`src/rtl/elastic_pipe.sv`:
```
// elastic_pipe: valid/ready pipeline of DEPTH main stages plus one input skid register.
// Upstream ready and occupancy are registered; bubbles collapse, order is preserved.
module elastic_pipe #(
  parameter int DEPTH = 2,
  parameter int WIDTH = 1
) (
  input  logic                            clkIn,
  input  logic                            rstIn,
  input  logic                            inValidIn,
  output logic                            inReadyOut,
  input  logic [WIDTH-1:0]                inDataIn,
  output logic                            outValidOut,
  input  logic                            outReadyIn,
  output logic [WIDTH-1:0]                outDataOut,
  output logic [$clog2(DEPTH+2)-1:0]      countOut
);

  localparam int CW = $clog2(DEPTH + 2);

  if (DEPTH < 1) begin : g_bad_depth
    $fatal(1, "elastic_pipe: DEPTH must be >= 1");
  end
  if (WIDTH < 1) begin : g_bad_width
    $fatal(1, "elastic_pipe: WIDTH must be >= 1");
  end

  logic [DEPTH-1:0] valid_q;
  logic [WIDTH-1:0] data_q [DEPTH];
  logic             skid_valid_q;
  logic [WIDTH-1:0] skid_data_q;
  logic             ready_q;
  logic [CW-1:0]    count_q;

  logic [DEPTH-1:0] adv;
  logic             in_hs;
  logic             out_hs;
  logic             src_valid;
  logic [WIDTH-1:0] src_data;
  logic             skid_set;
  logic             skid_clr;
  logic             skid_valid_d;

  // Advance chain: stage i may load when it or any stage after it is empty, or the consumer
  // takes the last word. Built as a running AND so there is no self-referencing vector.
  always_comb begin
    logic full_run;
    full_run = 1'b1;
    adv      = '0;
    for (int i = DEPTH - 1; i >= 0; i--) begin
      full_run = full_run & valid_q[i];
      adv[i]   = outReadyIn | ~full_run;
    end
  end

  assign in_hs  = inValidIn & ready_q;
  assign out_hs = valid_q[DEPTH-1] & outReadyIn;

  // Stage 0 drains the skid first so older words stay ahead of the port.
  assign src_valid = skid_valid_q | in_hs;
  assign src_data  = skid_valid_q ? skid_data_q : inDataIn;

  // Skid captures a word only when stage 0 cannot move; while it holds one, ready is low,
  // so set and clear are mutually exclusive.
  assign skid_set     = in_hs & ~adv[0];
  assign skid_clr     = skid_valid_q & adv[0];
  assign skid_valid_d = skid_set | (skid_valid_q & ~skid_clr);

  // Main stages: shift forward wherever the advance chain allows.
  always_ff @(posedge clkIn or posedge rstIn) begin
    if (rstIn) begin
      valid_q <= '0;
      for (int i = 0; i < DEPTH; i++) begin
        data_q[i] <= '0;
      end
    end else begin
      if (adv[0]) begin
        valid_q[0] <= src_valid;
        data_q[0]  <= src_data;
      end
      for (int i = 1; i < DEPTH; i++) begin
        if (adv[i]) begin
          valid_q[i] <= valid_q[i-1];
          data_q[i]  <= data_q[i-1];
        end
      end
    end
  end

  // Skid register, registered upstream ready and occupancy counter.
  always_ff @(posedge clkIn or posedge rstIn) begin
    if (rstIn) begin
      skid_valid_q <= 1'b0;
      skid_data_q  <= '0;
      ready_q      <= 1'b0;
      count_q      <= '0;
    end else begin
      skid_valid_q <= skid_valid_d;
      if (skid_set) begin
        skid_data_q <= inDataIn;
      end
      ready_q <= ~skid_valid_d;
      unique case ({in_hs, out_hs})
        2'b10:   count_q <= count_q + CW'(1);
        2'b01:   count_q <= count_q - CW'(1);
        default: count_q <= count_q;
      endcase
    end
  end

  assign inReadyOut  = ready_q;
  assign outValidOut = valid_q[DEPTH-1];
  assign outDataOut  = data_q[DEPTH-1];
  assign countOut    = count_q;

endmodule

```
`config.mk`:
```
export PLATFORM = sky130hd
export DESIGN_NAME = elastic_pipe
export DESIGN_NICKNAME = d
export VERILOG_FILES = /design/src/rtl/elastic_pipe.sv
export SDC_FILE = /design/constraint.sdc
export NUM_CORES = 1
export LEC_CHECK = 0
export ABC_CLOCK_PERIOD_IN_PS = 2300
export CAP_MARGIN = 10
export CORE_MARGIN = 1
export CORE_UTILIZATION = 28
export CTS_CLUSTER_SIZE = 28
export DETAILED_ROUTE_END_ITERATION = 8
export PLACE_DENSITY = 0.56
export SETUP_SLACK_MARGIN = 0.05
export SLEW_MARGIN = 20
export SYNTH_ARGS = -nofsm -noshare
export SYNTH_HDL_FRONTEND = slang
export SYNTH_SLANG_ARGS = --single-unit
```
`constraint.sdc`:
```
create_clock -name clkIn -period 2.3 [get_ports clkIn]
set_input_delay 0.46 -clock clkIn [delete_from_list [all_inputs] [get_ports clkIn]]
set_output_delay 0.46 -clock clkIn [all_outputs]
set_load 0.02 [all_outputs]
```
==> results.sh, run 1 <==
export IMPL_status="complete, no violations"
export IMPL_fmax_mhz=566
export IMPL_cts_root_buffer="clkbuf_4"
export IMPL_clock_sinks=9
export IMPL_tightest_slew_ns=0.337
export IMPL_endpoint_kind="primary output"
export IMPL_worstSkewPairLatency_ns=0.26
export IMPL_rsz0062_at_grt="false"
export IMPL_final_cell_mix="9 x dfrtp_1, 9 x clkdlybuf4s50_1, 3 x clkbuf_4"
export IMPL_area_delta_synth_final_pct=34.7
export IMPL_path_delay_family="buffers and inverters"
export IMPL_viasPerCell=4.33
export IMPL_first_global_vias=233
export IMPL_wl_per_cell_um=9.97
export IMPL_rr_worst_depth=4
export IMPL_yosysWarningCount=0
export IMPL_num_rows=13
export IMPL_ys_seq_area_share_pct=57.9
export IMPL_dr_pass1_iters=3
export IMPL_tritoncts="yes"
export IMPL_num_io_pins=10
export IMPL_htree_levels=1
export IMPL_post_cts_resized=0
export IMPL_die_area_mm2=0.00154
export IMPL_clk_pin_slew_ns=0.06
export IMPL_critPathMaxFanout=4
export IMPL_p_sw_mw=0.171
export IMPL_ant_nets=0
export IMPL_grtUsageTotal_pct=9.76
export IMPL_peakVddDrop_uv=481
export IMPL_cellLeakagePower_nw=0.236
export IMPL_seqCellArea_um2=225
export IMPL_vias=251
export IMPL_worstPathArrival_ns=1.31
export IMPL_timing_setup_tns_ns=0
export IMPL_cp_required_ns=1.84
export IMPL_path_cells="clkdlybuf4s50_1"
export IMPL_p_seq_share_pct=43.5
export IMPL_totalWireLength_um=578
export IMPL_power_switching_share_pct=31.2
export IMPL_fp_coreArea_mm2=0.00130
export IMPL_fin_crit_sh_pct=76.8
export IMPL_worstReg2RegStart="valid_q[1]$_DFFE_PP0P_"
export IMPL_cpPeakStageDelay_ns=0.63
export IMPL_place_congestion=0.697
export IMPL_dp_final_hpwl_um=438
export IMPL_syn_num_nets=36
export IMPL_syn_inst=30
export IMPL_yosysUniqueCellTypes=18
export IMPL_synth_area_um2=389
export IMPL_start_util_pct=29.9
export IMPL_internal_power_mw=0.376
export IMPL_worstSetupPathType="register to primary output"
export IMPL_fin_skew_ns=0.00207
export IMPL_clkPwrFrac_pct=22.5
export IMPL_critPathBufInv=1
export IMPL_drive_above_1_share_pct=23.3
export IMPL_r2r_end="countOut[1]$_DFFE_PP0P_"
export IMPL_multi_input_area_um2=156
export IMPL_hold_viol=0
export IMPL_worst_slack_ns=0.533
export IMPL_die_h_um=39.3
export IMPL_slew_headroom_pct=77.5
export IMPL_pwr_share_comb_pct=34.1
export IMPL_drv_cap=0
export IMPL_drtIter0Drc=8
export IMPL_crit_path_start_kind="register"
export IMPL_io_buffers=9
export IMPL_regToRegSetupSlack_ns=1.01
export IMPL_fin_crit_ns=1.77
export IMPL_post_cts_buffers=0
export IMPL_die_w_um=39.3
export IMPL_crit_cells=1
export IMPL_place_ws_ns=0.538
export IMPL_setup_violations=0
export IMPL_grt_pass1_wl_um=883
export IMPL_hold_path_class="input pin to async pin"
export IMPL_syn_avg_cell_area_um2=13.0
export IMPL_cp_slowest_cell="clkdlybuf4s50_1"
export IMPL_n_antenna_cell=0
export IMPL_grt_max_degree=10
export IMPL_cts_made_buffers=3
export IMPL_cts_hold_buffers=0
export IMPL_nNetsFinal=50
export IMPL_drc=0
export IMPL_powerDensity_mw_per_mm2=1040
export IMPL_slew_viol_final=0
export IMPL_n_fill_cell=130
export IMPL_clockBufferDepth=2
export IMPL_yosys_register_bits=9
export IMPL_overflow=0
export IMPL_antenna_found_initial=0
## cell usage after synthesis
cell / instances / area share (%)
nand2_1: 2 / 1.9
mux2i_1: 1 / 2.6
mux2_4: 1 / 3.9
mux2_2: 1 / 2.9
nand3b_4: 1 / 5.1
inv_1: 1 / 0.96
inv_2: 1 / 0.96
xnor2_1: 2 / 4.5
nand2b_1: 1 / 1.6
or2_4: 1 / 2.3
or2b_1: 1 / 1.9
a21oi_1: 2 / 2.6
dfrtp_1: 9 / 58
nor2_2: 1 / 1.6
and2_2: 1 / 1.9
nor2_1: 2 / 1.9
xor2_1: 1 / 2.3
ha_1: 1 / 3.2
## through the flow
step / total power [mW] / cell area [um^2] / instances / hold slack, ns / utilization, %
final: 0.547 / 524 / 58 / 0.455 / 40.3
after floorplan: 0.351 / 389 / 30 / 0.288 / -
after global routing: 0.577 / 524 / 58 / 0.492 / 40.3
after detailed placement: 0.431 / 498 / 54 / 0.479 / 38.3
after CTS: 0.554 / 524 / 58 / 0.469 / 40.3
after global placement: 0.424 / 498 / 54 / 0.455 / 38.3
## state kept, by name (all words and copies together), names as in the netlist
| name | flops |
|---|---|
| countOut | 2 |
| valid_q | 2 |
| data_q | 1 |
| inReadyOut | 1 |
| outDataOut | 1 |
| skid_data_q | 1 |
| skid_valid_q | 1 |
## cell type report
type | count | share of cell area [%]
Clock buffer | 4 | 5.01
Inverter | 2 | 1.43
Multi-Input combinational cell | 19 | 29.8
Sequential cell | 9 | 43.0
Tap cell | 15 | 3.58
Timing Repair Buffer | 9 | 17.2
## cell families after synthesis
kind of cell	synth area share, %
mux	9.32
compound gates	2.57
fa+ha+maj	3.21
xor+xnor	6.75
flops	57.9
simple gates	18.3
buf+inv	1.93
## power by group through the flow
stage	clock network (mW)	logic (mW)	registers, mW
floorplan	0	0.0794	0.272
global placement	0	0.187	0.237
detailed placement	0	0.188	0.242
CTS	0.125	0.190	0.240
global route	0.131	0.202	0.244
finish	0.123	0.186	0.238
## worst max-delay path by stage
stage | startpoint | endpoint | slack, ns
after floorplan | valid_q[1]$_DFFE_PP0P_ | countOut[1]$_DFFE_PP0P_ | 0.97
after global routing | valid_q[1]$_DFFE_PP0P_ | outValidOut | 0.47
after detailed placement | outReadyIn | countOut[1]$_DFFE_PP0P_ | 0.54
after global placement | outReadyIn | countOut[1]$_DFFE_PP0P_ | 0.57
final | valid_q[1]$_DFFE_PP0P_ | outValidOut | 0.53
after CTS | valid_q[1]$_DFFE_PP0P_ | outValidOut | 0.52
## metal layers
metal  routed length, um  GRT usage, %  vias up
met5                   0             0        -
met4                  18          10.3        0
met3                  39          5.11        4
met2                 270          12.9        8
li1                    -             -      122
met1                 250          10.4      117
Note: power is estimated with default switching activity, not from simulation.
==> inputs of run 2 (changes only) <==
- ABC_CLOCK_PERIOD_IN_PS: 2300 -> 1800
- clock period: 2.3 -> 1.8 ns (I/O delays scaled with it)
==> results.sh, run 2 (synthesis results as in run 1) <==
export IMPL_dp_final_hpwl_um=505
export IMPL_start_util_pct=29.9
export IMPL_cts_hold_buffers=0
export IMPL_critPathBufInv=1
export IMPL_die_w_um=39.3
export IMPL_n_fill_cell=138
export IMPL_tritoncts="yes"
export IMPL_cts_root_buffer="clkbuf_4"
export IMPL_setup_violations=0
export IMPL_io_buffers=9
export IMPL_cellLeakagePower_nw=0.236
export IMPL_drc=0
export IMPL_num_io_pins=10
export IMPL_clock_sinks=9
export IMPL_worstSetupPathType="register to primary output"
export IMPL_n_antenna_cell=0
export IMPL_clockBufferDepth=2
export IMPL_overflow=0
export IMPL_hold_path_class="input pin to async pin"
export IMPL_fmax_mhz=602
export IMPL_totalWireLength_um=668
export IMPL_first_global_vias=253
export IMPL_grt_pass1_wl_um=979
export IMPL_dr_pass1_iters=3
export IMPL_clk_pin_slew_ns=0.07
export IMPL_post_cts_buffers=0
export IMPL_cp_required_ns=1.44
export IMPL_grtUsageTotal_pct=10.2
export IMPL_cts_made_buffers=3
export IMPL_htree_levels=1
export IMPL_hold_viol=0
export IMPL_rsz0062_at_grt="false"
export IMPL_path_cells="clkdlybuf4s50_1"
export IMPL_crit_path_start_kind="register"
export IMPL_worst_slack_ns=0.139
export IMPL_endpoint_kind="primary output"
export IMPL_fp_coreArea_mm2=0.00130
export IMPL_drtIter0Drc=1
export IMPL_antenna_found_initial=0
export IMPL_status="complete, no violations"
export IMPL_timing_setup_tns_ns=0
export IMPL_tightest_slew_ns=0.339
export IMPL_wl_per_cell_um=11.5
export IMPL_slew_headroom_pct=77.4
export IMPL_drv_cap=0
export IMPL_num_rows=13
export IMPL_nNetsFinal=50
export IMPL_slew_viol_final=0
export IMPL_cpPeakStageDelay_ns=0.63
export IMPL_fin_crit_sh_pct=92.3
export IMPL_critPathMaxFanout=4
export IMPL_post_cts_resized=0
export IMPL_final_cell_mix="9 x dfrtp_1, 9 x clkdlybuf4s50_1, 3 x clkbuf_4"
export IMPL_fin_skew_ns=0.00842
export IMPL_place_congestion=0.669
export IMPL_p_total_mw=0.704
export IMPL_die_area_mm2=0.00154
export IMPL_viasPerCell=4.50
export IMPL_cp_slowest_cell="clkdlybuf4s50_1"
export IMPL_drive_above_1_share_pct=23.3
export IMPL_powerDensity_mw_per_mm2=1340
export IMPL_area_delta_synth_final_pct=34.7
export IMPL_worstPathArrival_ns=1.30
export IMPL_grt_max_degree=10
export IMPL_worstSkewPairLatency_ns=0.26
export IMPL_place_ws_ns=0.130
export IMPL_path_delay_family="buffers and inverters"
export IMPL_peakVddDrop_uv=387
export IMPL_vias=261
export IMPL_fin_crit_ns=1.66
export IMPL_die_h_um=39.3
export IMPL_ant_nets=0
[run 2: per-layer routing]
layer	wire, um	track usage [%]	vias to the layer above	share of wire [%]
met5	0	0	-	0
met2	348	17.1	8	52
met4	0	5.17	0	0
met3	39	5.11	0	5.8
met1	280	10.4	130	42
li1	-	-	123	-
[run 2: power breakdown]
part,internal (mW),switching [mW]
combinational,0.135,0.107
sequential,0.260,0.0454
clock,0.0853,0.0706
total,0.481,0.223
[run 2: area by class of cell]
type / count / area [um^2] / area share (%)
tap: 15 / 18.8 / 3.58
multi-input combinational: 19 / 156 / 29.8
sequential: 9 / 225 / 43.0
clock buffer: 4 / 26.3 / 5.01
timing repair buffer: 9 / 90.1 / 17.2
inverter: 2 / 7.51 / 1.43
[run 2: stage by stage]
step | hold WS, ns | util [%] | instance area [um^2] | cells
global route | 0.394 | 40.3 | 524 | 58
CTS | 0.369 | 40.3 | 524 | 58
finish | 0.356 | 40.3 | 524 | 58
global placement | 0.455 | 38.3 | 498 | 54
floorplan | 0.188 | - | 389 | 30
detailed placement | 0.474 | 38.3 | 498 | 54
[run 2: final timing paths]
check,start,endpoint,slack (ns),depth (start not counted)
max in group asynchronous,rstIn,valid_q[0]$_DFFE_PP0P_,1.19,2
worst min register to register,countOut[1]$_DFFE_PP0P_,countOut[1]$_DFFE_PP0P_,0.48,1
min in group clkIn,countOut[1]$_DFFE_PP0P_,countOut[1]$_DFFE_PP0P_,0.48,1
worst min-delay path,rstIn,countOut[0]$_DFFE_PP0P_,0.36,2
worst max register to register,valid_q[1]$_DFFE_PP0P_,countOut[1]$_DFFE_PP0P_,0.49,4
worst max-delay path,valid_q[1]$_DFFE_PP0P_,outValidOut,0.14,1
